--- src/rtl/wb_lsu_master.sv ---
// wb_lsu_master: load/store unit front end that turns single CPU requests
// into classic Wishbone master cycles. It handles byte/half/word lane
// steering, load sign/zero extension, misalignment rejection, slave retry
// with a one-cycle backoff, and a single-cycle completion strobe.
module wb_lsu_master #(
  parameter int MAX_RETRY = 3
) (
  input  logic        clk_i,
  input  logic        rst_i,
  // CPU request side
  input  logic        req_valid_i,
  output logic        req_ready_o,
  input  logic        req_we_i,
  input  logic [31:0] req_addr_i,
  input  logic [1:0]  req_size_i,
  input  logic        req_unsigned_i,
  input  logic [31:0] req_wdata_i,
  // CPU response side
  output logic        rsp_valid_o,
  output logic [31:0] rsp_rdata_o,
  output logic        rsp_err_o,
  // Wishbone master
  output logic        cyc_o,
  output logic        stb_o,
  output logic        we_o,
  output logic [31:0] adr_o,
  output logic [3:0]  sel_o,
  output logic [31:0] dat_o,
  input  logic [31:0] dat_i,
  input  logic        ack_i,
  input  logic        err_i,
  input  logic        rty_i
);

  localparam logic [1:0] ST_IDLE    = 2'd0;
  localparam logic [1:0] ST_BUS     = 2'd1;
  localparam logic [1:0] ST_BACKOFF = 2'd2;
  localparam logic [1:0] ST_RESP    = 2'd3;

  localparam logic [3:0] MAX_RETRY_C = 4'(MAX_RETRY);

  // Size encodings on req_size_i
  localparam logic [1:0] SZ_BYTE = 2'd0;
  localparam logic [1:0] SZ_HALF = 2'd1;
  localparam logic [1:0] SZ_WORD = 2'd2;

  // ---------------------------------------------------------------------
  // Helper functions
  // ---------------------------------------------------------------------

  // Size 3 is never legal; half needs even address, word needs 4-byte alignment.
  function automatic logic misaligned(input logic [1:0] size, input logic [1:0] lo);
    logic bad;
    case (size)
      SZ_BYTE: bad = 1'b0;
      SZ_HALF: bad = lo[0];
      SZ_WORD: bad = (lo != 2'd0);
      default: bad = 1'b1;
    endcase
    return bad;
  endfunction

  // Byte-enable pattern for the addressed lanes.
  function automatic logic [3:0] sel_calc(input logic [1:0] size, input logic [1:0] lo);
    logic [3:0] sel;
    case (size)
      SZ_BYTE: sel = 4'b0001 << lo;
      SZ_HALF: sel = 4'b0011 << lo;
      default: sel = 4'b1111;
    endcase
    return sel;
  endfunction

  // Store data replicated across all lanes so the slave picks it up via sel.
  function automatic logic [31:0] dat_calc(input logic [1:0] size, input logic [31:0] wdata);
    logic [31:0] dat;
    case (size)
      SZ_BYTE: dat = {4{wdata[7:0]}};
      SZ_HALF: dat = {2{wdata[15:0]}};
      default: dat = wdata;
    endcase
    return dat;
  endfunction

  // Pick the addressed lane out of the bus word and extend it to 32 bits.
  function automatic logic [31:0] load_extend(input logic [1:0]  size,
                                              input logic        uns,
                                              input logic [1:0]  lo,
                                              input logic [31:0] data);
    logic [7:0]  b;
    logic [15:0] h;
    logic [31:0] res;
    case (lo)
      2'd0:    b = data[7:0];
      2'd1:    b = data[15:8];
      2'd2:    b = data[23:16];
      default: b = data[31:24];
    endcase
    h = lo[1] ? data[31:16] : data[15:0];
    case (size)
      SZ_BYTE: res = uns ? {24'd0, b} : {{24{b[7]}}, b};
      SZ_HALF: res = uns ? {16'd0, h} : {{16{h[15]}}, h};
      default: res = data;
    endcase
    return res;
  endfunction

  // ---------------------------------------------------------------------
  // State
  // ---------------------------------------------------------------------
  logic [1:0]  state_r;
  logic [3:0]  retry_r;
  logic        we_r;
  logic [31:0] addr_r;
  logic [1:0]  size_r;
  logic        uns_r;
  logic [31:0] wdata_r;

  logic        cyc_r;
  logic        stb_r;
  logic        we_out_r;
  logic [31:0] adr_r;
  logic [3:0]  sel_r;
  logic [31:0] dat_out_r;

  logic        rsp_valid_r;
  logic [31:0] rsp_rdata_r;
  logic        rsp_err_r;

  logic        accept_s;
  logic [1:0]  next_state_s;
  logic [3:0]  retry_next_s;
  logic        rsp_set_s;
  logic        rsp_err_s;
  logic [31:0] rsp_data_s;

  logic        cur_we_s;
  logic [31:0] cur_addr_s;
  logic [1:0]  cur_size_s;
  logic [31:0] cur_wdata_s;

  // Ready only when idle and out of reset, so nothing is accepted during reset.
  assign req_ready_o = rst_i && (state_r == ST_IDLE);
  assign accept_s    = req_valid_i && req_ready_o;

  assign cyc_o       = cyc_r;
  assign stb_o       = stb_r;
  assign we_o        = we_out_r;
  assign adr_o       = adr_r;
  assign sel_o       = sel_r;
  assign dat_o       = dat_out_r;
  assign rsp_valid_o = rsp_valid_r;
  assign rsp_rdata_o = rsp_rdata_r;
  assign rsp_err_o   = rsp_err_r;

  // Request fields feeding the bus registers: live inputs on the accept edge,
  // latched copies afterwards so every retry re-issues the same cycle.
  always_comb begin
    if (state_r == ST_IDLE) begin
      cur_we_s    = req_we_i;
      cur_addr_s  = req_addr_i;
      cur_size_s  = req_size_i;
      cur_wdata_s = req_wdata_i;
    end else begin
      cur_we_s    = we_r;
      cur_addr_s  = addr_r;
      cur_size_s  = size_r;
      cur_wdata_s = wdata_r;
    end
  end

  // Next-state, retry bookkeeping and response value selection.
  always_comb begin
    next_state_s = state_r;
    retry_next_s = retry_r;
    rsp_set_s    = 1'b0;
    rsp_err_s    = 1'b0;
    rsp_data_s   = 32'd0;
    case (state_r)
      ST_IDLE: begin
        if (accept_s) begin
          if (misaligned(req_size_i, req_addr_i[1:0])) begin
            next_state_s = ST_RESP;
            rsp_set_s    = 1'b1;
            rsp_err_s    = 1'b1;
          end else begin
            next_state_s = ST_BUS;
            retry_next_s = 4'd0;
          end
        end else begin
          next_state_s = ST_IDLE;
        end
      end
      ST_BUS: begin
        if (err_i) begin
          next_state_s = ST_RESP;
          rsp_set_s    = 1'b1;
          rsp_err_s    = 1'b1;
        end else if (ack_i) begin
          next_state_s = ST_RESP;
          rsp_set_s    = 1'b1;
          if (we_r) begin
            rsp_data_s = 32'd0;
          end else begin
            rsp_data_s = load_extend(size_r, uns_r, addr_r[1:0], dat_i);
          end
        end else if (rty_i) begin
          if (retry_r == MAX_RETRY_C) begin
            next_state_s = ST_RESP;
            rsp_set_s    = 1'b1;
            rsp_err_s    = 1'b1;
          end else begin
            next_state_s = ST_BACKOFF;
            retry_next_s = retry_r + 4'd1;
          end
        end else begin
          // No termination yet: wait on the slave without a timeout.
          next_state_s = ST_BUS;
        end
      end
      ST_BACKOFF: begin
        next_state_s = ST_BUS;
      end
      ST_RESP: begin
        next_state_s = ST_IDLE;
      end
      default: begin
        next_state_s = ST_IDLE;
      end
    endcase
  end

  // FSM state, retry counter and latched request fields.
  always_ff @(posedge clk_i) begin
    if (!rst_i) begin
      state_r <= ST_IDLE;
      retry_r <= 4'd0;
      we_r    <= 1'b0;
      addr_r  <= 32'd0;
      size_r  <= 2'd0;
      uns_r   <= 1'b0;
      wdata_r <= 32'd0;
    end else begin
      state_r <= next_state_s;
      retry_r <= retry_next_s;
      if (accept_s) begin
        we_r    <= req_we_i;
        addr_r  <= req_addr_i;
        size_r  <= req_size_i;
        uns_r   <= req_unsigned_i;
        wdata_r <= req_wdata_i;
      end
    end
  end

  // Registered Wishbone outputs: driven only while the next state is BUS,
  // all zero otherwise so idle/backoff cycles present a quiet bus.
  always_ff @(posedge clk_i) begin
    if (!rst_i) begin
      cyc_r     <= 1'b0;
      stb_r     <= 1'b0;
      we_out_r  <= 1'b0;
      adr_r     <= 32'd0;
      sel_r     <= 4'd0;
      dat_out_r <= 32'd0;
    end else if (next_state_s == ST_BUS) begin
      cyc_r     <= 1'b1;
      stb_r     <= 1'b1;
      we_out_r  <= cur_we_s;
      adr_r     <= {cur_addr_s[31:2], 2'b00};
      sel_r     <= sel_calc(cur_size_s, cur_addr_s[1:0]);
      dat_out_r <= cur_we_s ? dat_calc(cur_size_s, cur_wdata_s) : 32'd0;
    end else begin
      cyc_r     <= 1'b0;
      stb_r     <= 1'b0;
      we_out_r  <= 1'b0;
      adr_r     <= 32'd0;
      sel_r     <= 4'd0;
      dat_out_r <= 32'd0;
    end
  end

  // Completion strobe for one cycle in RESP; data and error hold between responses.
  always_ff @(posedge clk_i) begin
    if (!rst_i) begin
      rsp_valid_r <= 1'b0;
      rsp_rdata_r <= 32'd0;
      rsp_err_r   <= 1'b0;
    end else if (rsp_set_s) begin
      rsp_valid_r <= 1'b1;
      rsp_rdata_r <= rsp_data_s;
      rsp_err_r   <= rsp_err_s;
    end else begin
      rsp_valid_r <= 1'b0;
    end
  end

endmodule

--- config.mk ---
export PLATFORM = sky130hd
export DESIGN_NAME = wb_lsu_master
export DESIGN_NICKNAME = d
export VERILOG_FILES = /design/src/rtl/wb_lsu_master.sv
export SDC_FILE = /design/constraint.sdc
export NUM_CORES = 1
export LEC_CHECK = 0
export ABC_AREA = 1
export ABC_CLOCK_PERIOD_IN_PS = 3300
export CAP_MARGIN = 20
export CORE_ASPECT_RATIO = 1.4
export CORE_MARGIN = 2
export CORE_UTILIZATION = 40
export CTS_CLUSTER_DIAMETER = 150
export DETAILED_ROUTE_END_ITERATION = 6
export HOLD_SLACK_MARGIN = 0.1
export PLACE_DENSITY = 0.76
export SLEW_MARGIN = 40
export SYNTH_ARGS = -nofsm -noshare
export SYNTH_HDL_FRONTEND = slang
export SYNTH_SLANG_ARGS = --single-unit
--- constraint.sdc ---
create_clock -name clk_i -period 3.3 [get_ports clk_i]
set_input_delay 0.495 -clock clk_i [delete_from_list [all_inputs] [get_ports clk_i]]
set_output_delay 0.495 -clock clk_i [all_outputs]
set_load 0.02 [all_outputs]
== Yosys cells after proc, flatten, opt, wreduce, memory -nomap -nowiden ==
Index checks and enable logic that the tools add are counted.

* Bits in registers: 178
* Latch bits: 0
* Memory bits (writable): 0
* ROM bits: 0
* Input bits: 106
* Memories: 0

* Add/sub/neg operators: 1
* Multiply operators: 0
* Divide/modulo/power cells: 0
* Order comparisons: 0
* Equality and inequality tests: 17
* Shift-type cells: 2
* Multiplexer cells: 44
* Bitwise logic cells: 0
* Reductions and logical operators: 12

{| class="wikitable"
|+ Operators with widths
! operator !! count
|-
| 2-to-1 mux 32 bit || 8
|-
| one-hot mux 32 bit (2 select lines) || 2
|-
| 2-to-1 mux 4 bit || 6
|-
| one-hot mux 8 bit (3 select lines) || 1
|-
| 2-to-1 mux 16 bit || 1
|-
| one-hot mux 4 bit (2 select lines) || 2
|-
| 2-to-1 mux 1 bit || 14
|-
| equality test 2 x 1 -> 1 bit (second input constant) || 6
|-
| 2-to-1 mux 2 bit || 6
|-
| != test 2 bit (second input constant) || 6
|-
| zero test 2 bit || 5
|-
| equality test 2 bit (second input constant) || 4
|-
| one-hot mux 2 bit (4 select lines) || 1
|-
| AND reduction 7 bit || 1
|-
| adder 4 x 1 -> 4 bit (second input constant) || 1
|-
| equality test 4 x 2 -> 1 bit (second input constant) || 1
|-
| one-hot mux 1 bit (2 select lines) || 2
|-
| nonzero test 2 bit || 2
|-
| left shift 1 x 2 -> 4 bit (first input constant) || 1
|-
| left shift 2 x 2 -> 4 bit (first input constant) || 1
|-
| one-hot mux 1 bit (3 select lines) || 1
|-
| AND reduction 3 bit || 1
|-
| logical AND 1 bit || 2
|-
| AND reduction 2 bit || 1
|}

== Longest topological paths before layout ==
* Depth after elaboration: 10
* Gate-level depth with buffers: 9
* Mapped depth without buffers: 9

== Worst setup path after synthesis ==
OpenSTA, ideal clock, no wires.

* Path type: input -> register
* Start: input port err_i
* End: register adr_r[10] (netlist: adr_o[10])
* Library setup time: 116 ps
* Arrival: 1485 ps
* Data required time: 3184 ps
* Setup slack: 1699 ps
* Cell stages on the path: 6
* Path through: or2_1 > o21ai_2 > o2111ai_4 > nand3_4 > buf_6 > nor2_2

* Longest elaborated chain between the ends: 4

{| class="wikitable"
|+ Ends and longest elaborated chain
! item !! line !! source
|-
| start: declaration || 31 || <nowiki>input logic err_i,</nowiki>
|-
| 2-to-1 mux 2 bit || 195 || <nowiki>if (err_i) begin</nowiki>
|-
| one-hot mux 2 bit (4 select lines) || 179 || <nowiki>case (state_r)</nowiki>
|-
| equality test 2 x 1 -> 1 bit || 266 || <nowiki>end else if (next_state_s == ST_BUS) begin</nowiki>
|-
| AND reduction 2 bit (no line) || - ||
|-
| end signal: assignment || 270 || <nowiki>adr_r <= {cur_addr_s[31:2], 2'b00};</nowiki>
|-
| end: declaration || 122 || <nowiki>logic [31:0] adr_r;</nowiki>
|}

No other way between the ends.
A chain may end at the register's enable or synchronous reset.

== Worst setup path in the final report ==
* Start: input port req_valid_i
* End: register rsp_rdata_r[0] (netlist: rsp_rdata_o[0])

* Longest elaborated chain between the ends: 3

{| class="wikitable"
|+ Ends and longest elaborated chain
! item !! line !! source
|-
| start: declaration || 11 || <nowiki>input logic req_valid_i,</nowiki>
|-
| logical AND 1 bit || 144 || <nowiki>assign accept_s = req_valid_i && req_ready_o;</nowiki>
|-
| 2-to-1 mux 1 bit || 181 || <nowiki>if (accept_s) begin</nowiki>
|-
| one-hot mux 1 bit (2 select lines) || 179 ||
|-
| end signal: assignment || 291 || <nowiki>rsp_rdata_r <= rsp_data_s;</nowiki>
|-
| end: declaration || 127 || <nowiki>logic [31:0] rsp_rdata_r;</nowiki>
|}

No other way between the ends.

==> flow_summary.toml <==
[outcome]
status = "finished clean"

[worst_setup_path]
cp_cell_sequence = "clkdlybuf4s50_1 > inv_1 > nor3_4 > nand3_2 > nand3_1 > a21oi_1"
r2r_cells = 6
crit_family = "simple AND/OR/NAND/NOR gates"
crit_fanout = 35
cp-start-kind = "input pin"
timing.rr.start = "state_r[1]$_SDFF_PN0_"
required_ps = 3590
cp_num_buf_inv = 2
worstSetupEndpointType = "flop"
r2r-end = "rsp_rdata_o[0]$_SDFFE_PN0P_"
critPathKind = "input pin to flop"
cpPeakStageDelay_ps = 690
crit_arrival_ps = 2620
cp_slowest_cell = "nand3_2"
r2r_slack_ps = 1060

[clocking]
post_cts_resized = 0
cts.path.max_buffers = 2
ctsHoldBuffers = 0
clk_pin_slew_ps = 70
clock_sinks = 176
cts_tree = "done"
postCtsSetupRepairBufs = 0
cts_root_buffer = "clkbuf_16"
clk-insertion-delay-late_ps = 420
cts_buffers = 17
h-tree-depth = 4

[detailed_routing]
avgViaCountPerCell = 4.952
ant_nets = 0
wl_um = 21310
num_vias = 7339
wire_per_inst_um = 14.38
drc = 0
dr.pass1.iters = 5
drt_iter0_markers = 592

[die]
fp.dieH_um = 168.3
initial_core_util_pct = 40.44
core_area_um2 = 19070
die_x_um = 121.3
fp.dieArea_um2 = 20420
rows = 60
ioPinCount = 212

[synth]
synth.area.top_cells = "dfxtp_1, a21oi_1, o21ai_0"
yosysMostFrequentCell = "dfxtp_1"
synth_seq_cells = 176
synth-edff-count = 0
syn_area_um2 = 7711
synth_ff_type = "dfxtp_1"
synth_top_area_share_pct = 45.69
yosysTopAreaCell = "dfxtp_1"
async_flop_share_pct = 0
yosysSeqAreaShare_pct = 45.69
synth_common_cells = "dfxtp_1, a21oi_1, nand2_1"
syn_avg_cell_area_um2 = 7.323
synth.yosys.warnings = 0
syn_inst = 1053
synth_cell_types = 38

[min_path]
whs_endpoint = "wdata_r[27]$_SDFFE_PN0P_"
hold_path.class = "flop to flop"
hold_start = "wdata_r[27]$_SDFFE_PN0P_"
hold_path_depth = 2

[sta]
setup_viol = 0
tightest_slew_ps = 784.8
rsz0062_at_grt = "no"
fin_crit_sh_pct = 70.51
drv_slew = 0
skew_ps = 10.26
hold_viol = 0
period_minus_slack_ps = 2327
fin_setup_tns_ps = 0
timing.final.ws_setup_ps = 973.3
maxSlewHeadroom_pct = 47.62
fmax_mhz = 429.8
holdWs_ps = 446.4

[global_route]
track_usage_pct = 20.86
grt_pass1_wl_um = 33900
grt_overflow_total = 0
antenna_found_initial = 1
grt_max_degree = 74
first_global_vias = 6866

[cells_and_area]
drive_gt1_share_pct = 8.435
syn2layout_area_growth_pct = 34.77
utilization_pct = 54.50
layout.nets = 1329
stdcell_area_um2 = 10390

[placed_design]
gp_congestion = 0.8978
io_buffers = 209
dp_hpwl_um = 15000
placed_area_um2 = 9784
pre_cts_ws_ps = 560.2

[pwr]
vdd_drop_max_uv = 284.6
power_leakage_nw = 4.139
powerDensity_nw_per_um2 = 548.6

[flow_run]
cap_violations = 0
## cell type report
class                           count  area [µm²]
Fill cell                        1816        8676
Clock buffer                       19       452.9
Antenna cell                        1       2.502
Inverter                          122       457.9
Multi-Input combinational cell    687        3338
Clock inverter                     11       152.6
Tap cell                          248       310.3
Sequential cell                   176        3523
Timing Repair Buffer              218        2155
## worst register-to-register path: cells and delay by family (launching register included)
kind / cells / cell delay (ps)
buffers and inverters: 1 / 110
AO/OA/AOI/OAI: 1 / 110
flip-flops: 1 / 350
AND/OR/NAND/NOR: 4 / 1540
## registers in the layout (all words and copies together), names as in the netlist
signal	flops
we_o	1
size_r	2
stb_o	1
uns_r	1
rsp_rdata_o	32
wdata_r	32
adr_o	30
dat_o	32
addr_r	32
sel_o	4
rsp_err_o	1
rsp_valid_o	1
state_r	2
we_r	1
retry_r	4
## cell families (layout without fill, tap and decap cells)
family          count (synthesis)  after routing  synth area share [%]
compound gates                290            290                 19.71
simple gates                  392            392                 23.09
flops                         176            176                 45.69
xor+xnor                        2              2                0.2272
buf+inv                       191            370                 11.07
other cells                     1              3               0.04863
fa+ha+maj                       1              1                0.1622
## per-stage QoR
stage,total power [W],std cells
2_1_floorplan,0.003241,1054
3_3_place_gp,0.003638,1451
3_5_place_dp,0.003658,1451
4_1_cts,0.005751,1481
5_1_grt,0.006003,1482
6_report,0.005701,1482
## report_power, final
part / total [W] / internal, W / leakage (nW) / switching, W
clock network: 0.00209 / 0.00124 / 0.301 / 0.000854
logic: 0.00128 / 0.000489 / 2.40 / 0.000791
registers: 0.00233 / 0.00227 / 1.43 / 0.0000616
total: 0.00570 / 0.00399 / 4.14 / 0.00171
## layer usage
layer	up-vias	wire length (µm)	global-route usage, %	part of all wire, %
met1	3337	8789	24.90	41
met3	40	1452	5.488	6.8
met5	-	0	0	0
li1	3724	-	-	-
met2	238	10300	34.64	48
met4	0	766	9.995	3.6
## worst max-delay path by stage
stage | startpoint | endpoint | slack (ps) | cells after the start
2_1_floorplan | err_i | adr_o[10]$_SDFF_PN0_ | 1700 | 6
3_5_place_dp | req_valid_i | rsp_rdata_o[19]$_SDFFE_PN0P_ | 560 | 6
4_1_cts | state_r[1]$_SDFF_PN0_ | req_ready_o | 980 | 4
6_report | req_valid_i | rsp_rdata_o[0]$_SDFFE_PN0P_ | 970 | 6
5_1_grt | req_valid_i | rsp_rdata_o[22]$_SDFFE_PN0P_ | 850 | 6
3_3_place_gp | req_valid_i | rsp_rdata_o[2]$_SDFFE_PN0P_ | 640 | 6
## layout by cell type, fill, tap and decap left out, drive strengths merged
cell type	instances
o2111ai	1
clkinv	4
nor3	1
o21a	2
bufinv	3
xnor2	1
nand3	66
diode	1
o22ai	1
nand4	5
nor2	150
nand2	147
o211ai	6
and2	1
or2	22
o21ai	133
dfxtp	176
clkdlybuf4s50	208
clkbuf	19
xor2	1
ha	1
conb	2
inv	126
o21bai	1
buf	10
a31oi	1
a21oi	145
Power figures use the tool's default switching activity.
